==> config.mk <==
export PLATFORM = sky130hd
export DESIGN_NAME = debug_dump_sequencer
export DESIGN_NICKNAME = d
export VERILOG_FILES = /design/src/rtl/debug_dump_sequencer_pkg.sv /design/src/rtl/debug_byte_select.sv /design/src/rtl/debug_dump_sequencer.sv
export SDC_FILE = /design/constraint.sdc
export NUM_CORES = 1
export LEC_CHECK = 0
export CORE_AREA = 3 3 552 554
export DETAILED_ROUTE_END_ITERATION = 12
export DIE_AREA = 0 0 555 557
export PLACE_DENSITY_LB_ADDON = 0.1
export SKIP_CTS_REPAIR_TIMING = 1
export SLEW_MARGIN = 20
export SYNTH_ARGS = -nofsm -noshare
export SYNTH_HDL_FRONTEND = slang
export SYNTH_SLANG_ARGS = --single-unit
==> constraint.sdc <==
create_clock -name clk -period 5.5 [get_ports clk]
set_input_delay 1.1 -clock clk [delete_from_list [all_inputs] [get_ports clk]]
set_output_delay 1.1 -clock clk [all_outputs]
set_load 0.03 [all_outputs]
==> src/rtl/debug_dump_sequencer_pkg.sv <==
`default_nettype none
// +----------------------------------------------------------------------+
// | debug_dump_sequencer_pkg                                             |
// | Shared widths and defaults for the snapshot-to-UART dump path.       |
// | Revision: 1.0                                                        |
// +----------------------------------------------------------------------+
package debug_dump_sequencer_pkg;

  localparam int DFLT_UART_BITS       = 8;
  localparam int DFLT_PROC_BITS       = 32;
  localparam int DFLT_RF_REGS_LEN     = 1024;
  localparam int DFLT_IF_ID_LEN       = 64;
  localparam int DFLT_ID_EX_LEN       = 144;
  localparam int DFLT_EX_MEM_LEN      = 80;
  localparam int DFLT_MEM_WB_LEN      = 72;
  localparam int DFLT_DATA_ADDRS_BITS = 7;
  localparam int DFLT_DATA_WORDS      = 32;

  typedef enum logic [2:0] {
    SEG_RF     = 3'd0,
    SEG_IF_ID  = 3'd1,
    SEG_ID_EX  = 3'd2,
    SEG_EX_MEM = 3'd3,
    SEG_MEM_WB = 3'd4
  } seg_e;

endpackage
`default_nettype wire

==> src/rtl/debug_byte_select.sv <==
`default_nettype none
// +----------------------------------------------------------------------+
// | debug_byte_select                                                    |
// | Maps (segment, byte index) to a snapshot byte plus last-byte flag.   |
// | Revision: 1.0                                                        |
// +----------------------------------------------------------------------+
module debug_byte_select
  import debug_dump_sequencer_pkg::*;
#(
  parameter int UART_BITS   = DFLT_UART_BITS,
  parameter int PROC_BITS   = DFLT_PROC_BITS,
  parameter int RF_REGS_LEN = DFLT_RF_REGS_LEN,
  parameter int IF_ID_LEN   = DFLT_IF_ID_LEN,
  parameter int ID_EX_LEN   = DFLT_ID_EX_LEN,
  parameter int EX_MEM_LEN  = DFLT_EX_MEM_LEN,
  parameter int MEM_WB_LEN  = DFLT_MEM_WB_LEN,
  parameter int IDX_BITS    = 9
) (
  input  seg_e                   i_seg,
  input  logic [IDX_BITS-1:0]    i_byte_idx,
  input  logic [RF_REGS_LEN-1:0] i_rf_regs,
  input  logic [IF_ID_LEN-1:0]   i_if_id_signals,
  input  logic [ID_EX_LEN-1:0]   i_id_ex_signals,
  input  logic [EX_MEM_LEN-1:0]  i_ex_mem_signals,
  input  logic [MEM_WB_LEN-1:0]  i_mem_wb_signals,
  output logic [UART_BITS-1:0]   o_byte,
  output logic                   o_last
);

  localparam int REG_BYTES    = PROC_BITS / UART_BITS;
  localparam int RF_BYTES     = RF_REGS_LEN / UART_BITS;
  localparam int IF_ID_BYTES  = IF_ID_LEN / UART_BITS;
  localparam int ID_EX_BYTES  = ID_EX_LEN / UART_BITS;
  localparam int EX_MEM_BYTES = EX_MEM_LEN / UART_BITS;
  localparam int MEM_WB_BYTES = MEM_WB_LEN / UART_BITS;

  int idx;
  int reg_n;
  int sub;

  // Register file goes reg0 first, yet each register is sent MSB byte first.
  always_comb begin
    o_byte = '0;
    o_last = 1'b0;
    idx    = int'(i_byte_idx);
    reg_n  = idx / REG_BYTES;
    sub    = idx % REG_BYTES;
    case (i_seg)
      SEG_RF: if (idx < RF_BYTES) begin
        o_byte = i_rf_regs[reg_n*PROC_BITS + (REG_BYTES-1-sub)*UART_BITS +: UART_BITS];
        o_last = (idx == RF_BYTES-1);
      end
      SEG_IF_ID: if (idx < IF_ID_BYTES) begin
        o_byte = i_if_id_signals[IF_ID_LEN - (idx+1)*UART_BITS +: UART_BITS];
        o_last = (idx == IF_ID_BYTES-1);
      end
      SEG_ID_EX: if (idx < ID_EX_BYTES) begin
        o_byte = i_id_ex_signals[ID_EX_LEN - (idx+1)*UART_BITS +: UART_BITS];
        o_last = (idx == ID_EX_BYTES-1);
      end
      SEG_EX_MEM: if (idx < EX_MEM_BYTES) begin
        o_byte = i_ex_mem_signals[EX_MEM_LEN - (idx+1)*UART_BITS +: UART_BITS];
        o_last = (idx == EX_MEM_BYTES-1);
      end
      SEG_MEM_WB: if (idx < MEM_WB_BYTES) begin
        o_byte = i_mem_wb_signals[MEM_WB_LEN - (idx+1)*UART_BITS +: UART_BITS];
        o_last = (idx == MEM_WB_BYTES-1);
      end
      default: ;
    endcase
  end

endmodule
`default_nettype wire

==> src/rtl/debug_dump_sequencer.sv <==
`default_nettype none
// +----------------------------------------------------------------------+
// | debug_dump_sequencer                                                 |
// | Streams a frozen processor snapshot and data memory out over UART.   |
// | Revision: 1.0                                                        |
// +----------------------------------------------------------------------+
module debug_dump_sequencer
  import debug_dump_sequencer_pkg::*;
#(
  parameter int UART_BITS       = DFLT_UART_BITS,
  parameter int PROC_BITS       = DFLT_PROC_BITS,
  parameter int RF_REGS_LEN     = DFLT_RF_REGS_LEN,
  parameter int IF_ID_LEN       = DFLT_IF_ID_LEN,
  parameter int ID_EX_LEN       = DFLT_ID_EX_LEN,
  parameter int EX_MEM_LEN      = DFLT_EX_MEM_LEN,
  parameter int MEM_WB_LEN      = DFLT_MEM_WB_LEN,
  parameter int DATA_ADDRS_BITS = DFLT_DATA_ADDRS_BITS,
  parameter int DATA_WORDS      = DFLT_DATA_WORDS
) (
  input  logic                       clk,
  input  logic                       rst,
  input  logic                       i_start,
  input  logic [RF_REGS_LEN-1:0]     i_rf_regs,
  input  logic [IF_ID_LEN-1:0]       i_if_id_signals,
  input  logic [ID_EX_LEN-1:0]       i_id_ex_signals,
  input  logic [EX_MEM_LEN-1:0]      i_ex_mem_signals,
  input  logic [MEM_WB_LEN-1:0]      i_mem_wb_signals,
  input  logic [PROC_BITS-1:0]       i_mem_data,
  input  logic                       i_tx_done,
  output logic                       o_debug_read_data,
  output logic [DATA_ADDRS_BITS-1:0] o_debug_read_address,
  output logic                       o_tx_start,
  output logic [UART_BITS-1:0]       o_tx_data,
  output logic                       o_busy,
  output logic                       o_done
);

  typedef enum logic [2:0] {
    S_IDLE     = 3'd0,
    S_LOAD     = 3'd1,
    S_WAIT_TX  = 3'd2,
    S_MEM_REQ  = 3'd3,
    S_MEM_CAP  = 3'd4,
    S_MEM_LOAD = 3'd5,
    S_MEM_WAIT = 3'd6,
    S_FIN      = 3'd7
  } state_e;

  localparam int   NUM_SEGS   = 5;
  localparam seg_e LAST_SEG   = seg_e'(NUM_SEGS-1);
  localparam int   IDX_BITS   =
    $clog2((RF_REGS_LEN+IF_ID_LEN+ID_EX_LEN+EX_MEM_LEN+MEM_WB_LEN)/UART_BITS) + 1;
  localparam int   WORD_BYTES = PROC_BITS / UART_BITS;
  localparam int   CNT_BITS   = $clog2(WORD_BYTES+1);
  localparam logic [CNT_BITS-1:0]        LAST_CNT  = CNT_BITS'(WORD_BYTES-1);
  localparam logic [DATA_ADDRS_BITS-1:0] LAST_ADDR = DATA_ADDRS_BITS'(DATA_WORDS-1);

  state_e                     state_q, state_d;
  seg_e                       seg_q, seg_d;
  logic [IDX_BITS-1:0]        byte_idx_q, byte_idx_d;
  logic [DATA_ADDRS_BITS-1:0] word_addr_q, word_addr_d;
  logic [PROC_BITS-1:0]       shift_q, shift_d;
  logic [CNT_BITS-1:0]        byte_cnt_q, byte_cnt_d;
  logic [UART_BITS-1:0]       tx_data_q, tx_data_d;
  logic                       tx_start_q, tx_start_d;
  logic                       busy_q, busy_d;
  logic                       done_q, done_d;
  logic [UART_BITS-1:0]       sel_byte;
  logic                       sel_last;

  debug_byte_select #(
    .UART_BITS  (UART_BITS),
    .PROC_BITS  (PROC_BITS),
    .RF_REGS_LEN(RF_REGS_LEN),
    .IF_ID_LEN  (IF_ID_LEN),
    .ID_EX_LEN  (ID_EX_LEN),
    .EX_MEM_LEN (EX_MEM_LEN),
    .MEM_WB_LEN (MEM_WB_LEN),
    .IDX_BITS   (IDX_BITS)
  ) u_byte_select (
    .i_seg           (seg_q),
    .i_byte_idx      (byte_idx_q),
    .i_rf_regs       (i_rf_regs),
    .i_if_id_signals (i_if_id_signals),
    .i_id_ex_signals (i_id_ex_signals),
    .i_ex_mem_signals(i_ex_mem_signals),
    .i_mem_wb_signals(i_mem_wb_signals),
    .o_byte          (sel_byte),
    .o_last          (sel_last)
  );

  always_ff @(posedge clk) begin
    if (rst) begin
      state_q     <= S_IDLE;
      seg_q       <= SEG_RF;
      byte_idx_q  <= '0;
      word_addr_q <= '0;
      shift_q     <= '0;
      byte_cnt_q  <= '0;
      tx_data_q   <= '0;
      tx_start_q  <= 1'b0;
      busy_q      <= 1'b0;
      done_q      <= 1'b0;
    end else begin
      state_q     <= state_d;
      seg_q       <= seg_d;
      byte_idx_q  <= byte_idx_d;
      word_addr_q <= word_addr_d;
      shift_q     <= shift_d;
      byte_cnt_q  <= byte_cnt_d;
      tx_data_q   <= tx_data_d;
      tx_start_q  <= tx_start_d;
      busy_q      <= busy_d;
      done_q      <= done_d;
    end
  end

  always_comb begin
    state_d     = state_q;
    seg_d       = seg_q;
    byte_idx_d  = byte_idx_q;
    word_addr_d = word_addr_q;
    shift_d     = shift_q;
    byte_cnt_d  = byte_cnt_q;
    tx_data_d   = tx_data_q;
    tx_start_d  = 1'b0;
    busy_d      = busy_q;
    done_d      = 1'b0;
    case (state_q)
      S_IDLE: if (i_start) begin
        busy_d     = 1'b1;
        seg_d      = SEG_RF;
        byte_idx_d = '0;
        state_d    = S_LOAD;
      end
      S_LOAD: begin
        tx_data_d  = sel_byte;
        tx_start_d = 1'b1;
        state_d    = S_WAIT_TX;
      end
      S_WAIT_TX: if (i_tx_done) begin
        if (!sel_last) begin
          byte_idx_d = byte_idx_q + IDX_BITS'(1);
          state_d    = S_LOAD;
        end else if (seg_q != LAST_SEG) begin
          seg_d      = seg_e'(seg_q + 3'd1);
          byte_idx_d = '0;
          state_d    = S_LOAD;
        end else begin
          word_addr_d = '0;
          state_d     = S_MEM_REQ;
        end
      end
      S_MEM_REQ: state_d = S_MEM_CAP;
      S_MEM_CAP: begin
        shift_d    = i_mem_data;
        byte_cnt_d = '0;
        state_d    = S_MEM_LOAD;
      end
      S_MEM_LOAD: begin
        tx_data_d  = shift_q[PROC_BITS-1 -: UART_BITS];
        tx_start_d = 1'b1;
        state_d    = S_MEM_WAIT;
      end
      // Compare before incrementing so a full 2^N address space never wraps.
      S_MEM_WAIT: if (i_tx_done) begin
        shift_d = shift_q << UART_BITS;
        if (byte_cnt_q != LAST_CNT) begin
          byte_cnt_d = byte_cnt_q + CNT_BITS'(1);
          state_d    = S_MEM_LOAD;
        end else if (word_addr_q == LAST_ADDR) begin
          state_d = S_FIN;
        end else begin
          word_addr_d = word_addr_q + DATA_ADDRS_BITS'(1);
          state_d     = S_MEM_REQ;
        end
      end
      S_FIN: begin
        done_d  = 1'b1;
        busy_d  = 1'b0;
        state_d = S_IDLE;
      end
      default: state_d = S_IDLE;
    endcase
  end

  assign o_debug_read_data    = (state_q == S_MEM_REQ);
  assign o_debug_read_address = o_debug_read_data ? word_addr_q : '0;
  assign o_tx_start           = tx_start_q;
  assign o_tx_data            = tx_data_q;
  assign o_busy               = busy_q;
  assign o_done               = done_q;

endmodule
`default_nettype wire

==> results by group <==
Clocking
  – CTS Sinks: 68
  – Clock transition at path regs: 0.08 ns
  – CTS tree: built
  – Clock Root Buffer: clkbuf_16
  – H-tree levels: 3
  – Worst-Skew Late Latency: 0.40 ns
  – Cts bufs inserted: 9
  – Worst-case clock buffer depth: 2

GRT
  – Initial antenna violation count: 122
  – First-pass GRT wire length: around 280000 um
  – Vias in the first global route: 22.92k
  – Global route overflow: 0
  – Largest net degree at the start of global routing: 88
  – Total GRT Usage: between 10% and 20%

STA
  – Final setup fails: 0
  – Setup TNS: 0 ns
  – Rel. slew slack: a little over a quarter
  – Final number of max-transition violations: 0
  – Worst-Margin Slew: roughly 1.1 ns
  – Clk_skew: 0.03838 ns
  – Tcrit/Tclk final: about four fifths
  – Min Tclk post-route: between 4 and 5 ns
  – Final hold violation count: 0
  – RSZ-0062 raised after global routing: no
  – F_max: between 200 and 250 MHz
  – WHS: about 0.5 ns

Drt
  – Routed wire length: ~230000 um
  – Vias per inst: roughly 3.0
  – Drt drc: 0
  – DRT iter0 DRCs: a little over 1k
  – Routed WL per cell: 33.10 um
  – Vias: a little over 20k
  – First drt pass iteration count: 5
  – Antenna-violating nets left: 0

Place
  – Gp weighted congestion: between 0.8 and 0.9
  – Detailed-placement wirelength estimate: approximately 200000 um
  – IO buf count: 1438

Yosys
  – Synth cell types: 79
  – FFs w/ async S/R, synth: 0%
  – Post-synth top flop: dfxtp_1
  – Syn nets: slightly below 3k
  – Synth Register Bits: 68
  – Mapped Area: ~0.015 mm^2
  – Synthesized instance count: roughly 1.5k
  – Synth warnings: 0
  – Post-synth EDFFs: 0
  – Synthesized area per cell: 10.35 um^2
  – Seq/Total Area, Yosys: 8.843%

Die
  – DIE WIDTH: around 560 um
  – Core area: 0.3000 mm^2
  – Num rows: ~200
  – Chip Height: roughly 560 um
  – Die area: 0.3091 mm^2
  – IO Count: 1439
  – Initial Util: between 5 and 6%

Finish
  – FF+latch area: 0.001384 mm^2
  – Syn-to-layout area delta: 127.9%
  – Util after Layout: about an eighth
  – Area of the multi-input gates: around 0.013 mm^2
  – Share of layout cells above drive strength 1: between 10% and 20%
  – # fillers: ~34k
  – NumNets Final: approximately 4.3k

Job
  – Max-cap violation count: 0

Worst setup path
  – Worst path arrival time: 4.78 ns
  – CP Class: register to register
  – Slowest CP cell: dfxtp_4
  – Critical Path Max Stage Delay: roughly 0.56 ns
  – CP endpoint kind: register
  – Worst-path fanout max: 26
  – Worst-path cell chain: inv_1 -> ha_4 -> clkinv_1 -> buf_4 -> ha_1 -> mux2_4 -> a211oi_2 -> xnor2_2 -> buf_4 -> buf_4 -> nor2_1 -> a21oi_1 -> o21ai_0 -> a2111o_1 -> o31a_1
  – Critical path's most frequent cell: buf_4
  – CP required: 5.77 ns
  – Startpoint types: register

Outcome
  – Outcome: complete, no violations

Pwr
  – Maximum vdd drop: between 0.1 and 0.15 mV
  – LEAKAGE: between 10 and 15 nW
  – PD cells: 120.9 mW/mm^2

Min path
  – Min-delay worst type: register to register
## critical path, delay by kind of cell (launching register included)
kind	cells	cell delay, ns
and+or+nand+nor	1	0.07
DFF	1	0.56
AOI/OAI and AO/OA	5	1.43
buffers and inverters	5	1.04
muxes	1	0.35
adders and majority gates	2	0.76
xor gates and xnor gates	1	0.17
## kinds of logic after synthesis
group | count (synthesis) | share of synthesized area [%]
AO/OA/AOI/OAI | 366 | 16.13
XOR/XNOR | 30 | 1.756
adder cells (fa/ha/maj) | 14 | 1.138
buffers and inverters | 187 | 6.275
flip-flops | 68 | 8.843
multiplexers | 390 | 51.94
AND/OR/NAND/NOR | 432 | 13.92
## path summary, 6_finish.rpt
check / cells after the start / slack (ns) / endpoint / start
setup reg to reg: 15 / 0.99 / o_tx_data[0] / byte_idx_q[0]
hold / removal: 2 / 0.50 / byte_cnt_q[2] / byte_cnt_q[2]
setup / recovery: 15 / 0.99 / o_tx_data[0] / byte_idx_q[0]
hold reg to reg: 2 / 0.50 / byte_cnt_q[2] / byte_cnt_q[2]
## metrics by stage
stage          setup WS [ns]  total power, mW  instances  instance area [um^2]
2_1_floorplan          1.851            1.706       1487                 15390
3_3_place_gp          0.5966            3.681       6794                 34700
3_5_place_dp          0.6193            3.672       6794                 34720
4_1_cts               0.5826            4.436       6810                 35020
5_1_grt               0.5337            4.512       6812                 35030
6_report              0.9907            4.241       6834                 35080
## cell type report
type / instances / share of cell area, %
Timing Repair Buffer: 1522 / 42.99
Multi-Input combinational cell: 1232 / 37.74
Tap cell: 3958 / 14.12
Sequential cell: 68 / 3.945
Clock buffer: 9 / 0.6420
Clock inverter: 7 / 0.2283
Antenna cell: 24 / 0.1712
Inverter: 14 / 0.1641
## synthesized netlist by cell type (8+ instances only)
cell	instances	share of area [%]
a2111oi_0	8	0.46
a211oi_1	37	1.8
a21oi_1	70	2.3
a221oi_1	16	0.91
a22oi_1	63	3.1
a31oi_1	15	0.61
and2_1	14	0.57
and3_1	11	0.45
buf_1	12	0.29
buf_2	56	1.8
buf_4	29	1.4
buf_6	11	0.80
clkbuf_1	65	1.6
dfxtp_1	68	8.8
ha_1	14	1.1
inv_1	10	0.24
mux2i_1	57	3.7
mux4_2	326	48
nand2_1	118	2.9
nand2b_1	11	0.45
nand3_1	52	1.7
nand3b_1	27	1.3
nand4_1	21	0.85
nor2_1	107	2.6
nor2b_1	11	0.45
nor3_1	19	0.62
nor4_1	8	0.33
o2111ai_1	9	0.51
o21ai_0	59	1.9
o22ai_1	13	0.53
or3_1	9	0.37
xnor2_1	18	1.0
xor2_1	11	0.63
## per-layer routing
layer	vias to the layer above	track usage (%)	share of wire, %
li1	8957	-	-
met1	10390	15.36	38
met2	985	27.64	55
met3	186	3.597	6.4
met4	80	0.9431	0.85
met5	-	0	0.23
## cells in the final DEF, fill, tap and decap left out, types with 16 or more instances in the layout
cell | netlist | routed
nand4_1 | 21 | 21
mux2i_1 | 57 | 57
a21oi_1 | 70 | 68
nand3_1 | 52 | 52
nand2_1 | 118 | 117
a211oi_1 | 37 | 36
dfxtp_1 | 68 | 60
o21ai_0 | 59 | 59
mux4_2 | 326 | 326
diode_2 | 0 | 24
a221oi_1 | 16 | 16
nor2_1 | 107 | 102
clkdlybuf4s50_1 | 0 | 1437
buf_4 | 29 | 79
nand3b_1 | 27 | 27
a22oi_1 | 63 | 63
nor3_1 | 19 | 19
## power breakdown
group	internal (mW)	switching (mW)
combinational	1.65	1.36
clock	0.360	0.339
sequential	0.504	0.0259
total	2.52	1.72
## flip-flops by register name, summed over array words and instances, names as in the netlist
register	flops
byte_cnt_q	3
byte_idx_q	9
o_busy	1
o_done	1
o_tx_data	8
o_tx_start	1
seg_q	3
shift_q	32
state_q	3
word_addr_q	7
No activity file was read; power rests on OpenSTA's default activity.
